### src/rtl/seg7_scan_controller_pkg.sv
// rtl/seg7_scan_controller_pkg.sv - shared constants, FSM enum and BCD helper
//
// Purpose: common definitions for the 4-digit display scan controller and
//          its serial binary-to-BCD converter.
// Contents: BLANK_CODE, NUM_DIGITS, MAX_DISP, conv_state_t,
//           dd_adjust() (double-dabble add-3 step on a 16-bit BCD scratch).

package seg7_scan_controller_pkg;

  localparam logic [3:0]  BLANK_CODE = 4'hF;
  localparam int          NUM_DIGITS = 4;
  localparam logic [31:0] MAX_DISP   = 32'd9999;

  typedef enum logic [1:0] {
    IDLE    = 2'd0,
    CONVERT = 2'd1,
    COMMIT  = 2'd2
  } conv_state_t;

  // Any BCD digit of 5 or more gets +3 so the following left shift carries
  // correctly into the next decade.
  function automatic logic [15:0] dd_adjust(input logic [15:0] bcd);
    logic [15:0] res;
    logic [3:0]  nib;
    res = bcd;
    for (int i = 0; i < NUM_DIGITS; i++) begin
      nib = bcd[i*4 +: 4];
      if (nib >= 4'd5) nib = nib + 4'd3;
      res[i*4 +: 4] = nib;
    end
    return res;
  endfunction

endpackage

### src/rtl/seg7_scan_controller_bin2bcd_seq.sv
// rtl/seg7_scan_controller_bin2bcd_seq.sv - serial double-dabble converter
//
// Purpose: converts a BIN_W-bit binary value to 4 BCD digits, one
//          shift-plus-add-3 iteration per clock, and flags values > 9999.
// Ports:
//   clock    in   system clock
//   reset_n  in   asynchronous active-low reset
//   start    in   capture value and begin (ignored unless IDLE)
//   value    in   binary value to convert
//   busy     out  high from the cycle after start through COMMIT
//   done     out  high only during the COMMIT cycle
//   over     out  captured value exceeded 9999 (held until next start)
//   bcd      out  16-bit BCD result, valid while done is high

module bin2bcd_seq
  import seg7_scan_controller_pkg::*;
#(
  parameter int BIN_W = 14
) (
  input  logic             clock,
  input  logic             reset_n,
  input  logic             start,
  input  logic [BIN_W-1:0] value,
  output logic             busy,
  output logic             done,
  output logic             over,
  output logic [15:0]      bcd
);

  localparam int CNT_W = $clog2(BIN_W + 1);

  conv_state_t      state;
  logic [BIN_W-1:0] shreg;
  logic [CNT_W-1:0] count;
  logic [15:0]      adj;

  assign adj = dd_adjust(bcd);

  always_ff @(posedge clock or negedge reset_n) begin
    if (!reset_n) begin
      state <= IDLE;
      busy  <= 1'b0;
      done  <= 1'b0;
      over  <= 1'b0;
      shreg <= '0;
      count <= '0;
      bcd   <= '0;
    end else begin
      done <= 1'b0;
      case (state)
        IDLE: begin
          if (start) begin
            state <= CONVERT;
            busy  <= 1'b1;
            shreg <= value;
            count <= '0;
            bcd   <= '0;
            over  <= (32'(value) > MAX_DISP);
          end
        end
        CONVERT: begin
          // MSB of the binary operand shifts into the adjusted scratch.
          bcd   <= (adj << 1) | 16'(shreg[BIN_W-1]);
          shreg <= shreg << 1;
          count <= count + CNT_W'(1);
          if (count == CNT_W'(BIN_W - 1)) begin
            state <= COMMIT;
            done  <= 1'b1;
          end
        end
        COMMIT: begin
          state <= IDLE;
          busy  <= 1'b0;
        end
        default: begin
          state <= IDLE;
          busy  <= 1'b0;
        end
      endcase
    end
  end

endmodule

### src/rtl/seg7_scan_controller.sv
// rtl/seg7_scan_controller.sv - 4-digit multiplexed 7-segment scan sequencer
//
// Purpose: accepts a binary value, converts it to BCD, commits it to a
//          display register and time-multiplexes the shared decoder across
//          four common-anode digits with optional leading-zero blanking.
// Ports:
//   clock       in   system clock
//   reset_n     in   asynchronous active-low reset
//   load        in   single-cycle convert-and-display request
//   value       in   binary value sampled when load is accepted
//   display_en  in   1 = scan active, 0 = all digits dark
//   busy        out  conversion in progress (load ignored)
//   done        out  one-cycle pulse in the commit cycle
//   ovf         out  last accepted value was above 9999
//   act_D       out  decoder update enable
//   addr        out  BCD code to decoder, 4'hF = blank
//   an_n        out  active-low one-hot anode select, bit 0 = units

module seg7_scan_controller
  import seg7_scan_controller_pkg::*;
#(
  parameter int BIN_W    = 14,
  parameter int CLK_DIV  = 50000,
  parameter int BLANK_LZ = 1
) (
  input  logic             clock,
  input  logic             reset_n,
  input  logic             load,
  input  logic [BIN_W-1:0] value,
  input  logic             display_en,
  output logic             busy,
  output logic             done,
  output logic             ovf,
  output logic             act_D,
  output logic [3:0]       addr,
  output logic [3:0]       an_n
);

  localparam int PS_W = $clog2(CLK_DIV);

  logic [15:0]     conv_bcd;
  logic            conv_over;
  logic [15:0]     disp;
  logic [PS_W-1:0] ps;
  logic            tick;
  logic [1:0]      idx;
  logic [1:0]      idx_d1;
  logic            en_d1;
  logic [3:0]      nz;
  logic [3:0]      any_above;
  logic [3:0]      digit;
  logic [3:0]      code;

  bin2bcd_seq #(.BIN_W(BIN_W)) u_conv (
    .clock   (clock),
    .reset_n (reset_n),
    .start   (load),
    .value   (value),
    .busy    (busy),
    .done    (done),
    .over    (conv_over),
    .bcd     (conv_bcd)
  );

  // Display register only changes in the commit cycle, so the scan never
  // sees a half-converted value.
  always_ff @(posedge clock or negedge reset_n) begin
    if (!reset_n) begin
      disp <= '0;
      ovf  <= 1'b0;
    end else if (done) begin
      disp <= conv_over ? {4{BLANK_CODE}} : conv_bcd;
      ovf  <= conv_over;
    end
  end

  assign tick = (ps == PS_W'(CLK_DIV - 1));

  always_ff @(posedge clock or negedge reset_n) begin
    if (!reset_n) begin
      ps  <= '0;
      idx <= '0;
    end else if (!display_en) begin
      ps  <= '0;
      idx <= '0;
    end else if (tick) begin
      ps  <= '0;
      idx <= idx + 2'd1;
    end else begin
      ps  <= ps + PS_W'(1);
    end
  end

  // any_above[i] = some digit at position i or higher is nonzero.
  assign nz        = {|disp[15:12], |disp[11:8], |disp[7:4], |disp[3:0]};
  assign any_above = {nz[3], |nz[3:2], |nz[3:1], |nz[3:0]};
  assign digit     = disp[{idx, 2'b00} +: 4];

  always_comb begin
    code = digit;
    if ((BLANK_LZ != 0) && (idx != 2'd0) && !any_above[idx]) code = BLANK_CODE;
  end

  // The decoder registers its segments, so the anode select is delayed one
  // cycle behind addr to switch on the same edge as the segment pattern.
  always_ff @(posedge clock or negedge reset_n) begin
    if (!reset_n) begin
      act_D  <= 1'b0;
      addr   <= BLANK_CODE;
      an_n   <= 4'b1111;
      idx_d1 <= '0;
      en_d1  <= 1'b0;
    end else begin
      act_D  <= display_en;
      addr   <= display_en ? code : BLANK_CODE;
      idx_d1 <= idx;
      en_d1  <= display_en;
      an_n   <= en_d1 ? ~(4'b0001 << idx_d1) : 4'b1111;
    end
  end

endmodule

### config.mk
export PLATFORM = sky130hd
export DESIGN_NAME = seg7_scan_controller
export DESIGN_NICKNAME = d
export VERILOG_FILES = /design/src/rtl/seg7_scan_controller_pkg.sv /design/src/rtl/seg7_scan_controller_bin2bcd_seq.sv /design/src/rtl/seg7_scan_controller.sv
export SDC_FILE = /design/constraint.sdc
export NUM_CORES = 1
export LEC_CHECK = 0
export ABC_AREA = 1
export BUFFER_PORTS_ARGS = -buffer_cell sky130_fd_sc_hd__buf_2
export CAP_MARGIN = 20
export CORE_UTILIZATION = 60
export DETAILED_ROUTE_END_ITERATION = 10
export GPL_ROUTABILITY_DRIVEN = 0
export GPL_TIMING_DRIVEN = 1
export MAX_ROUTING_LAYER = met4
export PLACE_DENSITY_LB_ADDON = 0.25
export SLEW_MARGIN = 0
export SYNTH_ARGS = -nofsm -noshare
export SYNTH_HDL_FRONTEND = slang
export SYNTH_SLANG_ARGS = --single-unit
### constraint.sdc
create_clock -name clock -period 1.9 [get_ports clock]
set_input_delay 0.095 -clock clock [delete_from_list [all_inputs] [get_ports clock]]
set_output_delay 0.095 -clock clock [all_outputs]
set_load 0.005 [all_outputs]
==> summary.txt <==
Outcome
  – Status: finished clean

Logic synthesis
  – Count of state elements after synthesis: 85
  – Most area-consuming cells after synthesis: dfrtp_1, nand2_1, o21ai_0, inv_1, dfstp_2
  – Primary FF master, synth: dfrtp_1
  – Number of enable flip-flop cells after synthesis: 0
  – Sequential cell area fraction in the yosys report: 51.0%
  – Largest family of logic cells by synthesized area: simple AND/OR/NAND/NOR gates
  – Cells after synthesis: between 400 and 500
  – Async S/R FF share, synth: 100%
  – Ranking of synthesized cells by instance count: nand2_1, dfrtp_1, inv_1
  – Area share of fa/ha/maj cells after synthesis: 3.58%
  – Area share of the largest cell type after synthesis: 46.0%
  – Synth Net Count: 520
  – Mux cell area share after synthesis: 0%
  – Dominant cell by count in the synthesized netlist: nand2_1
  – Synth Area in Simple Gates: a little under a quarter
  – Yosys cell types: 36
  – Post-synthesis compound-gate area fraction: 13.5%
  – Cell area after technology mapping: 0.00419 mm^2
  – Number of warnings reported in the yosys synthesis log: 0
  – XOR/XNOR share of the synthesized area: under 10%
  – Cell type with the largest total area after synthesis: dfrtp_1
  – Post-synthesis area per instance: approximately 8.6 um^2

Route
  – Routed metal-1 wire length: 3700 um
  – DRC Markers: 0
  – DR WL met3: between 300 and 400 um
  – DR pass1 iterations: 5
  – Average routed wire per standard cell: about 13 um
  – Initial DRC Count: around 200
  – Top layer in use: met4
  – Count of antenna-violating nets left after detailed routing: 0
  – Via Count: between 3000 and 4000
  – Routed wire length on met2: around 4200 um
  – Vias per cell: around 5.5
  – Final WL: about 8400 um

Setup path
  – Start-to-end type of the worst setup path: reg2reg
  – Data arrival time of the critical path: about 1.8 ns
  – Standard cell with the maximum stage delay on the critical path: dfrtp_1
  – Count of buffering cells on the critical path with inverters included: 0
  – Chain of cells forming the critical path: ha_1 -> nand2_2 -> nor2_4 -> nand3_2 -> nor2_4 -> nor2_4 -> nand2_1 -> nor2_1
  – Maximum fanout along the worst path: 8
  – Crit. End Element: flip-flop
  – Critical path data required time: between 2 and 2.5 ns
  – Most frequent cell on the critical path: nor2_4
  – Critical path's top delay family: simple AND/OR/NAND/NOR gates
  – Critical Path Max Stage Delay: approximately 0.42 ns
  – Startpoint Class: flip-flop

Clocking
  – Maximum clock insertion buffer count: 2
  – Clk sink count: 85
  – Clock transition at the register clock pins on the worst setup and hold paths after CTS: 0.09 ns
  – Post-cts repair resize count: 0
  – CTS Root Cell: clkbuf_8
  – CTS Buf Count: 9
  – CTS tree: yes
  – Source-to-sink clock delay at the later pin of the worst-skew pair: around 0.37 ns
  – H-tree levels: 3

STA
  – Crit path time final: between 1 and 1.5 ns
  – Tightest hold margin: 0.0114 ns
  – Final Skew: between 0.01 and 0.015 ns
  – RSZ-0062 raised after global routing: false
  – Final Setup Violations: 0
  – Slew headroom: 55.1%
  – Total count of hold-check failures in the final report: 0
  – Period utilization: 78.0%
  – Worst Tran Pin Value: roughly 0.67 ns
  – Top achievable clock speed: ~670 MHz
  – Setup TNS after final layout: 0 ns
  – Max-slew violation count: 0

Power and ir drop
  – Power density over the cells: 1260 mW/mm^2
  – Total Power: between 5 and 6 mW
  – IR drop worst, VDD: ~950 uV
  – Static leakage: 2.26 nW

Job
  – Maxcap violations: 0

Finish
  – Share of final-layout standard cells stronger than drive strength 1: between 10% and 20%
  – Cell area after layout: about 0.0048 mm^2
  – Synthesis-to-layout area growth: 13.5%
  – Layout Nets: 570
  – Count of filler cells inserted in the layout: between 500 and 600
  – Diode count: 0

Global routing
  – Global-route wire length before repair: about 15000 um
  – Total GRT Usage: roughly 27%
  – Vias in the first global route: around 3500
  – Largest net degree at the start of global routing: 46
  – Initial antenna violation count: 0
  – Overall overflow remaining after global route: 0

Placed design
  – Final HPWL from detailed placement: approximately 5700 um
  – Quantity of I/O buffers inserted on ports: 29
  – Post-DP Area: roughly 0.0044 mm^2

Floorplan
  – Die Outline Area: between 0.007 and 0.008 mm^2
  – Standard cell core area: 0.00676 mm^2
  – Die Span Y: 85.6 um
  – Std-Cell Rows: 30
  – I/O pin count: 30
  – Horiz. Die Dim: 85.6 um
  – Starting density of the core: ~62%

Hold path
  – Hold/Removal Path Class: in2reg
-- worst reg2reg max path, stage by stage, from the launching register on --
cell and delay, ns:
dfrtp_1 0.42, ha_1 0.24, nand2_2 0.14, nor2_4 0.06, nand3_2 0.08, nor2_4 0.06, nor2_4 0.23, nand2_1 0.09
nor2_1 0.09
-- metal layers --
| metal | global-route usage, % | vias up |
|---|---|---|
| met1 | 33.2 | 1655 |
| met5 | - | - |
| met3 | 3.95 | 19 |
| met4 | 12.9 | 0 |
| met2 | 43.4 | 89 |
| li1 | - | 1690 |
-- stage by stage --
stage | utilization [%] | cells | setup WS, ns
after floorplan | - | 490 | 0.581
after global placement | 65.8 | 595 | 0.490
after detailed placement | 65.8 | 595 | 0.446
after CTS | 70.4 | 625 | 0.412
after global routing | 70.4 | 625 | 0.222
final | 70.4 | 625 | 0.417
-- power breakdown --
group          internal [mW]  total (mW)  switching (mW)  leakage (nW)
Clock                  0.479        1.15           0.671        0.0898
Combinational          0.791        2.05            1.26          1.10
Sequential              2.39        2.79           0.396          1.07
Total                   3.66        5.98            2.32          2.26
-- worst paths after layout --
kind                                    end       from  slack (ns)  cells after the start
min in group asynchronous            ps[11]    reset_n        0.26                      2
max                                   ps[7]      ps[0]        0.42                      8
max in group asynchronous          disp[15]    reset_n        1.01                      3
min reg2reg                         an_n[3]  idx_d1[0]        0.43                      1
min                        u_conv.shreg[13]  value[13]        0.01                      3
max reg2reg                           ps[7]      ps[0]        0.42                      8
-- sequential cells by signal, indices dropped and copies added, names as in the netlist --
register      flops
u_conv.count      4
addr              4
u_conv.over       1
u_conv.done       1
u_conv.shreg     14
ovf               1
disp             16
an_n              4
u_conv.bcd       16
ps               16
idx               2
en_d1             1
u_conv.state      2
u_conv.busy       1
idx_d1            2
-- cell usage in the layout, fill, tap and decap left out, types with 2 or more instances in the layout --
cell and count:
clkbuf_8 9, nor3_1 7, ha_1 12, nand2_4 2, o21ai_1 15, o22ai_1 6
buf_4 7, inv_1 58, nor2_4 7, o211ai_1 5, nand2_1 103, nand3_2 2
dfstp_2 8, inv_2 5, a22oi_1 6, nor2_2 8, a21oi_1 14, clkinv_2 3
nand4_1 4, o21ai_0 53, nor2_1 41, inv_6 3, dlygate4sd3_1 14, xor2_1 7
nand3_1 22, xnor2_1 2, dfrtp_1 77, buf_2 28, nand2_2 6
-- layout make-up --
type / instances / area (um^2) / area share, %
Clock buffer: 9 / 124 / 2.60
Timing Repair Buffer: 50 / 353 / 7.41
Tap cell: 80 / 100 / 2.10
Sequential cell: 85 / 2140 / 44.9
Clock inverter: 7 / 48.8 / 1.03
Multi-Input combinational cell: 328 / 1740 / 36.6
Inverter: 66 / 255 / 5.36
-- logic make-up (layout without fill, tap and decap cells) --
family	after synthesis	after routing
buf+inv	77	132
simple gates	204	204
xor+xnor	9	9
flops	85	85
compound gates	103	103
fa+ha+maj	12	12
-- repair_timing --
| item | in CTS | in global routing |
|---|---|---|
| endpoints found under the setup margin | 0 | 0 |
| endpoints found under the hold margin | 56 | 0 |
| hold buffers | 14 | 0 |
| buffers inserted | 0 | 0 |
(Power assumes the default switching activity.)
